==> config.mk <==
export PLATFORM = sky130hd
export DESIGN_NAME = lbp_engine_flat
export DESIGN_NICKNAME = d
export VERILOG_FILES = /design/src/rtl/lbp_engine_if.sv /design/src/rtl/lbp_engine.sv /design/src/flat_wrapper.sv
export SDC_FILE = /design/constraint.sdc
export NUM_CORES = 1
export LEC_CHECK = 0
export CELL_PAD_IN_SITES_DETAIL_PLACEMENT = 1
export CELL_PAD_IN_SITES_GLOBAL_PLACEMENT = 1
export CORE_ASPECT_RATIO = 0.7
export CORE_MARGIN = 3
export CORE_UTILIZATION = 48
export DETAILED_ROUTE_END_ITERATION = 8
export HOLD_SLACK_MARGIN = 0.1
export PLACE_DENSITY = 0.77
export SKIP_LAST_GASP = 1
export SYNTH_ARGS = -nofsm -noshare
export SYNTH_HDL_FRONTEND = slang
export SYNTH_SLANG_ARGS = --single-unit
==> constraint.sdc <==
create_clock -name clk -period 6 [get_ports clk]
set_input_delay 0.9 -clock clk [delete_from_list [all_inputs] [get_ports clk]]
set_output_delay 0.9 -clock clk [all_outputs]
set_load 0.02 [all_outputs]
==> src/rtl/lbp_engine_if.sv <==
// lbp_engine_if: gray-memory read port and LBP write port of lbp_engine.
// Ports: gray_ready/gray_req/gray_addr/gray_data (read side, 1-cycle latency),
//        lbp_valid/lbp_addr/lbp_data (write strobe), finish (sticky done).
interface lbp_engine_if #(
  parameter int ADDR_W = 14,
  parameter int PIX_W  = 8
);
  logic              gray_ready;
  logic              gray_req;
  logic [ADDR_W-1:0] gray_addr;
  logic [PIX_W-1:0]  gray_data;
  logic              lbp_valid;
  logic [ADDR_W-1:0] lbp_addr;
  logic [7:0]        lbp_data;
  logic              finish;

  // Engine side.
  modport master (
    input  gray_ready, gray_data,
    output gray_req, gray_addr, lbp_valid, lbp_addr, lbp_data, finish
  );

  // Memory / sink side.
  modport slave (
    output gray_ready, gray_data,
    input  gray_req, gray_addr, lbp_valid, lbp_addr, lbp_data, finish
  );
endinterface

==> src/rtl/lbp_engine.sv <==
// lbp_engine: 3x3 local binary pattern over a raster gray image, one code per
// interior pixel. Ports: clk, reset (async, active-high), bus (lbp_engine_if.master).
// Reads stall while gray_ready=0; optional macro LBP_BORDER_ZERO_EN adds zero codes for border pixels.
module lbp_engine #(
  parameter int IMG_W  = 128,
  parameter int IMG_H  = 128,
  parameter int PIX_W  = 8,
  parameter int ADDR_W = 14
) (
  input  logic         clk,
  input  logic         reset,
  lbp_engine_if.master bus
);

  typedef enum logic [3:0] {
    IDLE, ROW_FILL, COL_READ, EMIT, DONE, B_TOP, B_LEFT, B_RIGHT, B_BOT
  } state_t;

  // Address offsets, all in ADDR_W bits. pix_q always holds y*IMG_W+x.
  localparam logic [ADDR_W-1:0] W_A       = ADDR_W'(IMG_W);
  localparam logic [ADDR_W-1:0] ROW_START = ADDR_W'(IMG_W + 1);     // pix -> (x-1, y-1)
  localparam logic [ADDR_W-1:0] W_M1      = ADDR_W'(IMG_W - 1);     // pix -> (x+1, y-1)
  localparam logic [ADDR_W-1:0] W_M2      = ADDR_W'(IMG_W - 2);     // pix -> (x+2, y-1)
  localparam logic [ADDR_W-1:0] NXT_COL   = ADDR_W'(2 * IMG_W - 1); // bottom of col -> top of next
  localparam logic [ADDR_W-1:0] XMAX      = ADDR_W'(IMG_W - 2);
  localparam logic [ADDR_W-1:0] YMAX      = ADDR_W'(IMG_H - 2);
  localparam logic [ADDR_W-1:0] ONE       = ADDR_W'(1);
  localparam logic [ADDR_W-1:0] THREE     = ADDR_W'(3);
`ifdef LBP_BORDER_ZERO_EN
  localparam logic [ADDR_W-1:0] TWO       = ADDR_W'(2);
  localparam logic [ADDR_W-1:0] LAST      = ADDR_W'(IMG_W * IMG_H - 1);
`endif

  state_t                  state_q, state_d;
  logic [ADDR_W-1:0]       x_q, x_d, y_q, y_d;
  logic [ADDR_W-1:0]       pix_q, pix_d;
  logic [ADDR_W-1:0]       rd_addr_q, rd_addr_d;
  logic [2:0]              cnt_q, cnt_d;
  logic                    cap_vld_q, cap_vld_d;
  logic [1:0]              cap_slot_q, cap_slot_d;
  logic [8:0][PIX_W-1:0]   win_q, win_d;   // index r*3+c, r=0 top row, c=2 newest column
  logic                    lbp_valid_q, lbp_valid_d;
  logic [ADDR_W-1:0]       lbp_addr_q, lbp_addr_d;
  logic [7:0]              lbp_data_q, lbp_data_d;
  logic                    finish_q, finish_d;
`ifdef LBP_BORDER_ZERO_EN
  logic [ADDR_W-1:0]       bord_q, bord_d;
`endif

  logic       rd_fire;
  logic [1:0] rd_slot;
  logic [7:0] code;

  // A read is issued only when the memory is ready; a stalled read simply
  // repeats next cycle with the same address and counters.
  assign rd_fire = ((state_q == ROW_FILL) || (state_q == COL_READ)) && bus.gray_ready;

  // Row within the column being read (ROW_FILL reads two columns of three).
  always_comb begin
    case (cnt_q)
      3'd0, 3'd3: rd_slot = 2'd0;
      3'd1, 3'd4: rd_slot = 2'd1;
      default:    rd_slot = 2'd2;
    endcase
  end

  // Capture the data returned for last cycle's read. The top pixel of each
  // column arrives first, so that is the moment to shift the window left.
  always_comb begin
    win_d = win_q;
    if (cap_vld_q) begin
      if (cap_slot_q == 2'd0) begin
        for (int r = 0; r < 3; r++) begin
          win_d[r*3+0] = win_q[r*3+1];
          win_d[r*3+1] = win_q[r*3+2];
        end
      end
      case (cap_slot_q)
        2'd0:    win_d[2] = bus.gray_data;
        2'd1:    win_d[5] = bus.gray_data;
        default: win_d[8] = bus.gray_data;
      endcase
    end
  end

  // EMIT directly follows the last column read, so the bottom-right pixel is
  // only available through win_d in that cycle.
  always_comb begin
    code[0] = (win_d[0] >= win_d[4]);  // TL
    code[1] = (win_d[1] >= win_d[4]);  // T
    code[2] = (win_d[2] >= win_d[4]);  // TR
    code[3] = (win_d[3] >= win_d[4]);  // L
    code[4] = (win_d[5] >= win_d[4]);  // R
    code[5] = (win_d[6] >= win_d[4]);  // BL
    code[6] = (win_d[7] >= win_d[4]);  // B
    code[7] = (win_d[8] >= win_d[4]);  // BR
  end

  always_comb begin
    state_d     = state_q;
    x_d         = x_q;
    y_d         = y_q;
    pix_d       = pix_q;
    rd_addr_d   = rd_addr_q;
    cnt_d       = cnt_q;
    cap_vld_d   = rd_fire;
    cap_slot_d  = rd_slot;
    lbp_valid_d = 1'b0;
    lbp_addr_d  = lbp_addr_q;
    lbp_data_d  = lbp_data_q;
    finish_d    = finish_q | (state_q == DONE);
`ifdef LBP_BORDER_ZERO_EN
    bord_d      = bord_q;
`endif
    case (state_q)
      IDLE: begin
        if (bus.gray_ready) begin
`ifdef LBP_BORDER_ZERO_EN
          state_d = B_TOP;
          bord_d  = '0;
`else
          state_d   = ROW_FILL;
          rd_addr_d = pix_q - ROW_START;
          cnt_d     = '0;
`endif
        end
      end
      ROW_FILL: begin
        if (rd_fire) begin
          cnt_d = cnt_q + 3'd1;
          if (cnt_q == 3'd5) begin
            state_d   = COL_READ;
            cnt_d     = '0;
            rd_addr_d = pix_q - W_M1;
          end else if (cnt_q == 3'd2) begin
            rd_addr_d = rd_addr_q - NXT_COL;
          end else begin
            rd_addr_d = rd_addr_q + W_A;
          end
        end
      end
      COL_READ: begin
        if (rd_fire) begin
          if (cnt_q == 3'd2) begin
            state_d = EMIT;
            cnt_d   = '0;
          end else begin
            cnt_d     = cnt_q + 3'd1;
            rd_addr_d = rd_addr_q + W_A;
          end
        end
      end
      EMIT: begin
        lbp_valid_d = 1'b1;
        lbp_addr_d  = pix_q;
        lbp_data_d  = code;
        if (x_q < XMAX) begin
          x_d       = x_q + ONE;
          pix_d     = pix_q + ONE;
          state_d   = COL_READ;
          rd_addr_d = pix_q - W_M2;
        end else begin
`ifdef LBP_BORDER_ZERO_EN
          state_d = B_RIGHT;
`else
          if (y_q < YMAX) begin
            y_d       = y_q + ONE;
            x_d       = ONE;
            pix_d     = pix_q + THREE;
            state_d   = ROW_FILL;
            rd_addr_d = pix_q - W_M2;   // (1, y+1) - IMG_W - 1
          end else begin
            state_d = DONE;
          end
`endif
        end
      end
`ifdef LBP_BORDER_ZERO_EN
      B_TOP: begin
        lbp_valid_d = 1'b1;
        lbp_addr_d  = bord_q;
        lbp_data_d  = '0;
        if (bord_q == W_M1) state_d = B_LEFT;
        else                bord_d  = bord_q + ONE;
      end
      B_LEFT: begin
        lbp_valid_d = 1'b1;
        lbp_addr_d  = pix_q - ONE;
        lbp_data_d  = '0;
        state_d     = ROW_FILL;
        rd_addr_d   = pix_q - ROW_START;
        cnt_d       = '0;
      end
      B_RIGHT: begin
        lbp_valid_d = 1'b1;
        lbp_addr_d  = pix_q + ONE;
        lbp_data_d  = '0;
        if (y_q < YMAX) begin
          y_d     = y_q + ONE;
          x_d     = ONE;
          pix_d   = pix_q + THREE;
          state_d = B_LEFT;
        end else begin
          state_d = B_BOT;
          bord_d  = pix_q + TWO;       // (0, IMG_H-1)
        end
      end
      B_BOT: begin
        lbp_valid_d = 1'b1;
        lbp_addr_d  = bord_q;
        lbp_data_d  = '0;
        if (bord_q == LAST) state_d = DONE;
        else                bord_d  = bord_q + ONE;
      end
`endif
      DONE:    state_d = DONE;
      default: state_d = IDLE;
    endcase
  end

  always_ff @(posedge clk or posedge reset) begin
    if (reset) begin
      state_q     <= IDLE;
      x_q         <= ONE;
      y_q         <= ONE;
      pix_q       <= ROW_START;
      rd_addr_q   <= '0;
      cnt_q       <= '0;
      cap_vld_q   <= 1'b0;
      cap_slot_q  <= '0;
      win_q       <= '0;
      lbp_valid_q <= 1'b0;
      lbp_addr_q  <= '0;
      lbp_data_q  <= '0;
      finish_q    <= 1'b0;
`ifdef LBP_BORDER_ZERO_EN
      bord_q      <= '0;
`endif
    end else begin
      state_q     <= state_d;
      x_q         <= x_d;
      y_q         <= y_d;
      pix_q       <= pix_d;
      rd_addr_q   <= rd_addr_d;
      cnt_q       <= cnt_d;
      cap_vld_q   <= cap_vld_d;
      cap_slot_q  <= cap_slot_d;
      win_q       <= win_d;
      lbp_valid_q <= lbp_valid_d;
      lbp_addr_q  <= lbp_addr_d;
      lbp_data_q  <= lbp_data_d;
      finish_q    <= finish_d;
`ifdef LBP_BORDER_ZERO_EN
      bord_q      <= bord_d;
`endif
    end
  end

  assign bus.gray_req  = rd_fire;
  assign bus.gray_addr = rd_addr_q;
  assign bus.lbp_valid = lbp_valid_q;
  assign bus.lbp_addr  = lbp_addr_q;
  assign bus.lbp_data  = lbp_data_q;
  assign bus.finish    = finish_q;

endmodule

==> src/flat_wrapper.sv <==
// flat-port wrapper written by rule: the top's interface ports become plain ports
module lbp_engine_flat 
#(
  parameter int IMG_W  = 128,
  parameter int IMG_H  = 128,
  parameter int PIX_W  = 8,
  parameter int ADDR_W = 14
)
  (clk, reset, bus_gray_ready, bus_gray_data, bus_gray_req, bus_gray_addr, bus_lbp_valid, bus_lbp_addr, bus_lbp_data, bus_finish);
  lbp_engine_if #(.ADDR_W(ADDR_W), .PIX_W(PIX_W)) bus_i ();
  input  logic clk;
  input  logic reset;
  input wire logic [$bits(bus_i.gray_ready)-1:0] bus_gray_ready;
  input wire logic [$bits(bus_i.gray_data)-1:0] bus_gray_data;
  output wire logic [$bits(bus_i.gray_req)-1:0] bus_gray_req;
  output wire logic [$bits(bus_i.gray_addr)-1:0] bus_gray_addr;
  output wire logic [$bits(bus_i.lbp_valid)-1:0] bus_lbp_valid;
  output wire logic [$bits(bus_i.lbp_addr)-1:0] bus_lbp_addr;
  output wire logic [$bits(bus_i.lbp_data)-1:0] bus_lbp_data;
  output wire logic [$bits(bus_i.finish)-1:0] bus_finish;
  assign bus_i.gray_ready = bus_gray_ready;
  assign bus_i.gray_data = bus_gray_data;
  assign bus_gray_req = bus_i.gray_req;
  assign bus_gray_addr = bus_i.gray_addr;
  assign bus_lbp_valid = bus_i.lbp_valid;
  assign bus_lbp_addr = bus_i.lbp_addr;
  assign bus_lbp_data = bus_i.lbp_data;
  assign bus_finish = bus_i.finish;
  lbp_engine #(.IMG_W(IMG_W), .IMG_H(IMG_H), .PIX_W(PIX_W), .ADDR_W(ADDR_W)) u_core (.clk(clk), .reset(reset), .bus(bus_i));
endmodule
==> results of run 1 <==
cell usage after synthesis (all sizes together), types with 5 or more instances:
cell	instances	area, µm²
a21o	13	97.6
a21oi	48	240
a31oi	9	56.3
and2	5	31.3
and3	11	68.8
buf	11	48.8
clkbuf	46	175
dfrtp	157	3930
ha	75	938
inv	28	105
mux2	67	754
mux2i	12	120
nand2	82	308
nand2b	9	56.3
nand3	21	105
nand3b	5	37.5
nand4	12	75.1
nor2	44	165
nor2b	17	106
nor3	10	50.1
nor3b	5	42.5
o2111ai	9	78.8
o21ai	50	254
o22a	8	70.1
o22ai	6	37.5
o31ai	7	57.6
xnor2	33	289
xor2	14	123
worst max-delay path: stages (launching register included):
cell and delay (ns):
dfrtp_1 0.76, or3b_2 0.59, a21oi_1 0.29, clkdlybuf4s50_1 0.66
path summary, 6_finish.rpt:
kind | start | endpoint | slack [ns] | depth (start not counted)
min in group asynchronous | reset | u_core.cap_vld_q | 1.06 | 2
setup / recovery | u_core.state_q[1] | bus_gray_req | 2.38 | 3
setup reg to reg | u_core.cap_slot_q[0] | u_core.bus.lbp_data[0] | 2.68 | 9
hold reg to reg | u_core.y_q[8] | u_core.y_q[8] | 0.38 | 0
hold / removal | u_core.y_q[8] | u_core.y_q[8] | 0.38 | 0
max in group asynchronous | reset | u_core.y_q[8] | 3.58 | 3
cells in the final DEF (no fill, tap or decap), types with 4 or more instances in the layout:
master / netlist / layout
inv_1: 28 / 27
inv_6: 0 / 5
nand2b_1: 9 / 9
and2_1: 5 / 5
nand2_1: 82 / 82
dfstp_2: 4 / 4
o21ai_0: 45 / 45
a21o_1: 13 / 13
o31ai_1: 6 / 6
xnor2_1: 33 / 33
and3_1: 11 / 11
nand3_1: 21 / 21
xor2_1: 14 / 14
mux2_2: 67 / 67
mux2i_1: 12 / 12
o21ai_1: 4 / 4
clkdlybuf4s50_1: 0 / 49
o211ai_1: 4 / 4
clkbuf_16: 0 / 17
dfrtp_1: 157 / 157
nor3_1: 10 / 10
nor2_1: 44 / 44
o22ai_1: 6 / 6
a21oi_1: 48 / 48
o22a_1: 8 / 8
ha_1: 75 / 75
buf_4: 0 / 7
nand3b_1: 5 / 5
a31oi_1: 9 / 9
or3_1: 4 / 4
o2111ai_1: 9 / 9
nand4_1: 12 / 12
nor2b_1: 17 / 17
flip-flops by register name (all words and copies together) (netlist names), 8 cells and up:
register              cells
u_core.bus.gray_addr     14
u_core.bus.lbp_addr      14
u_core.bus.lbp_data       8
u_core.pix_q             14
u_core.win_q             72
u_core.x_q               14
u_core.y_q               14
final cells by class:
type	count	area [µm²]
clock buffer	20	457
inverter	29	114
tap	236	295
sequential	161	4030
multi-input combinational	639	4780
fill	1978	8020
timing repair buffer	56	543
clock inverter	12	121
power by group:
part,internal [mW],switching (mW)
clock network,0.602,0.473
registers,1.48,0.394
logic,1.33,1.73
total,3.42,2.60
cells by family (layout without fill, tap and decap cells):
group           count (synthesis)  after routing  share of synthesized area [%]
compound gates                194            194                           14.3
xor+xnor                       47             47                           4.50
fa+ha+maj                      76             76                           10.5
buf+inv                        86            117                           3.64
flops                         161            161                           44.1
mux                            79             79                           9.56
simple gates                  243            243                           13.4
per-stage QoR:
stage / utilization (%) / area [µm²] / total power [mW] / std cells / worst slack, ns
after global placement: 53.2 / 9770 / 4.63 / 1121 / 2.64
after CTS: 56.3 / 10300 / 6.00 / 1153 / 2.41
after floorplan: - / 9150 / 3.82 / 886 / 0.758
after global routing: 56.3 / 10300 / 6.49 / 1153 / 2.31
final: 56.3 / 10300 / 6.01 / 1153 / 2.38
after detailed placement: 53.2 / 9770 / 4.85 / 1121 / 2.55
routing by layer:
| layer | part of all wire [%] | global-route usage (%) | wire, µm | up-vias |
|---|---|---|---|---|
| met5 | 0 | 0 | 0 | - |
| met4 | 0.92 | 5.73 | 235 | 0 |
| met3 | 6.1 | 5.05 | 1550 | 21 |
| met2 | 43 | 37.2 | 11000 | 205 |
| met1 | 50 | 40.2 | 12900 | 3587 |
| li1 | - | - | - | 3231 |
==> results.toml, run 1 <==
[outcome]
status = "finished, final reports clean"

[pwr]
p_per_area_mw_per_mm2 = 581
p_leak_nw = 4.63
vdd_drop_max_uv = 236

[sta]
max_freq_mhz = 276
slew_violations = 0
tns_ns = 0
setup_viol = 0
slew_headroom_pct = 30.9
layout_min_cycle_time_ns = 3.62
worst_pin_slew_ns = 1.01
fin_skew_ns = 0.0110
finalCritPeriodShare_pct = 60.3
rsz0062_at_grt = "false"
holdWs_ns = 0.376
timing.final.hold_violations = 0

[logic_synthesis]
syn_inst = 886
async_flop_share_pct = 100
mappedNetlistArea_mm2 = 0.00915
syn_avg_cell_area_um2 = 10.3
synthFlopType = "dfrtp_1"
yosysWarnings = 0
synth_cell_types = 73
syn_nets = 973
synth-seq-area-share_pct = 44.1
ys_ff_latch = 161
synth_edf_count = 0

[critical_path]
cp-start-kind = "flip-flop"
end_kind = "output pin"
cp.required_ns = 5.10
critical_path_class = "reg -> out"
cp.arrival_ns = 2.72
cp_max_fo = 22

[global_route]
grt_max_degree = 105
grt_use_total_pct = 25.8
antenna_found_initial = 0
grt_pass1_wl_um = 41800
gr-total-overflow = 0
first_global_vias = 7309

[layout]
nNetsFinal = 991
syn2layout_area_growth_pct = 13.1
antenna_cells = 0
drive_gt1_share_pct = 13.6

[route]
drtIter0Drc = 733
drc = 0
vias = 7044
wirelength_um = 25600
dr.pass1.iters = 5
avgRoutedWirePerCell_um = 22.2
ant_nets = 0
via_per_inst = 6.11

[floorplan]
ios = 50
die-area_mm2 = 0.0208
die_x_um = 171
start_util_pct = 49.8
core_area_mm2 = 0.0184
fp.dieH_um = 121
core.rowCount = 41

[clock_tree]
path_clk_slew_ns = 0.06
insertion_delay_ns = 0.43
h-tree-depth = 4
numCtsBuffers = 17
cts_tree = "done"
cts.sinks = 161
cts_setup_buffers = 0
clockRootBuffer = "clkbuf_16"
hold_buffers = 0
clockBufferDepth = 2
cts_resized = 0

[placed_design]
dp_hpwl_um = 17900
portBuffers = 49
place_congestion = 0.928

[hold_path]
hold_path_class = "reg -> reg"

[flow_run]
drv_cap = 0
No activity file was read; power rests on OpenSTA's default activity.
==> run 2: changes to the inputs <==
CORE_UTILIZATION = 44   (was 48)
PLACE_DENSITY = 0.74   (was 0.77)
clock period = 3.25 ns   (was 6 ns; I/O delays follow)
==> results.toml, run 2 (synthesis gave the netlist of run 1 again) <==
[outcome]
status = "finished, final reports clean"

[layout]
ff_latch_area_mm2 = 0.00403
final_common_cell = "dfrtp_1"
antenna_cells = 0
syn2layout_area_growth_pct = 15.7
largest_reg_flops = 72
top_register = "u_core.win_q"
fill_cells = 2194
layout_common_cells = "157 x dfrtp_1, 82 x nand2_1, 75 x ha_1, 67 x mux2_2, 49 x clkdlybuf4s50_1"
nNetsFinal = 1009
drive_gt1_share_pct = 15.3
multi_input_area_mm2 = 0.00478

[pwr]
swShare_pct = 42.9
switching_power_mw = 4.80
intPower_mw = 6.39
p_clk_share_pct = 18.1
vdd_drop_max_uv = 475
p_per_area_mw_per_mm2 = 1060
combPwrFrac_pct = 51.9
seq_power_share_pct = 29.9
total_power_mw = 11.2
p_leak_nw = 4.74

[route]
ant_nets = 0
drtIter0Drc = 657
drc = 0
dr.pass1.iters = 5
avgRoutedWirePerCell_um = 21.5
wirelength_um = 25900
via_per_inst = 5.90
vias = 7098

[critical_path]
critical_path_class = "reg -> out"
path_cells = "or3b_2 -> a21oi_1 -> clkdlybuf4s50_1"
cp.required_ns = 2.76
cp-start-kind = "flip-flop"
cpMaxStageDelayCell = "clkdlybuf4s50_1"
critical_path.startpoint = "u_core.state_q[0]"
cp.arrival_ns = 2.54
slowest_delay_ns = 0.67
r2r-start = "u_core.cap_slot_q[0]"
end_kind = "output pin"
cp_max_fo = 12

[global_route]
gr-total-overflow = 0
first_global_vias = 7284
grt_max_degree = 90
grt_pass1_wl_um = 42600
grt_use_total_pct = 24.3
antenna_found_initial = 0

[placed_design]
portBuffers = 49
dp_hpwl_um = 18400
place_congestion = 0.887

[clock_tree]
path_clk_slew_ns = 0.07
cts_setup_buffers = 0
clockRootBuffer = "clkbuf_16"
clockBufferDepth = 2
h-tree-depth = 4
cts_resized = 0
numCtsBuffers = 17
cts.sinks = 161
insertion_delay_ns = 0.44
cts_tree = "done"
hold_buffers = 0

[sta]
holdWs_ns = 0.345
rsz0062_at_grt = "false"
slew_violations = 0
timing.final.hold_violations = 0
layout_min_cycle_time_ns = 3.03
setup_viol = 0
worst_pin_slew_ns = 0.780
fin_skew_ns = 0.0121
finalCritPeriodShare_pct = 93.3
max_freq_mhz = 330
tns_ns = 0
slew_headroom_pct = 47.6

[floorplan]
start_util_pct = 45.4
die_x_um = 178
die-area_mm2 = 0.0226
fp.dieH_um = 127
core_area_mm2 = 0.0201
core.rowCount = 43
ios = 50

[flow_run]
drv_cap = 0

[hold_path]
hold_path_class = "in -> async"
[run 2: final cells by class]
type / instances / share of cell area, %
inverters: 29 / 1.06
repair buffers: 74 / 6.88
well taps: 270 / 3.19
multi-input cells: 639 / 45.2
clock buffers: 18 / 4.15
flip-flops and latches: 161 / 38.1
clock inverters: 13 / 1.38
[run 2: metrics by stage]
step           worst slack (ns)  std cells  cell area, µm²  utilization, %
2_1_floorplan             0.325        886            9150               -
3_3_place_gp              0.457       1173           10000            49.7
3_5_place_dp              0.459       1173           10000            49.7
4_1_cts                   0.226       1204           10600            52.6
5_1_grt                   0.132       1204           10600            52.6
6_report                  0.219       1204           10600            52.6
[run 2: final timing paths]
check | endpoint | slack, ns | depth (start not counted)
min in group clk | u_core.y_q[12] | 0.38 | 0
max | bus_gray_req | 0.22 | 3
max in group asynchronous | u_core.y_q[0] | 2.14 | 3
max reg2reg | u_core.bus.lbp_data[5] | 0.38 | 10
min reg2reg | u_core.y_q[12] | 0.38 | 0
min | u_core.bus.gray_addr[13] | 0.34 | 2
[run 2: power groups by stage]
stage	registers, mW	clock network [mW]	logic (mW)
after floorplan	3.30	0	3.75
after global placement	3.32	0	5.47
after detailed placement	3.36	0	5.66
after CTS	3.34	2.06	5.78
after global routing	3.46	2.18	6.46
final	3.35	2.03	5.81
[run 2: per-layer routing]
layer  wire (µm)  up-vias  track usage (%)
li1            -     3265                -
met3        1200       19             4.28
met1       14100     3635             40.7
met4         237        0             4.72
met2       10400      179             32.2
met5           0        -                0
[run 2: worst max-delay path: cells and delay by family, from the launching register on]
kind | cells | cell delay (ns)
buffers and inverters | 1 | 0.67
AND/OR/NAND/NOR | 1 | 0.60
flip-flops | 1 | 0.54
AO/OA/AOI/OAI | 1 | 0.30
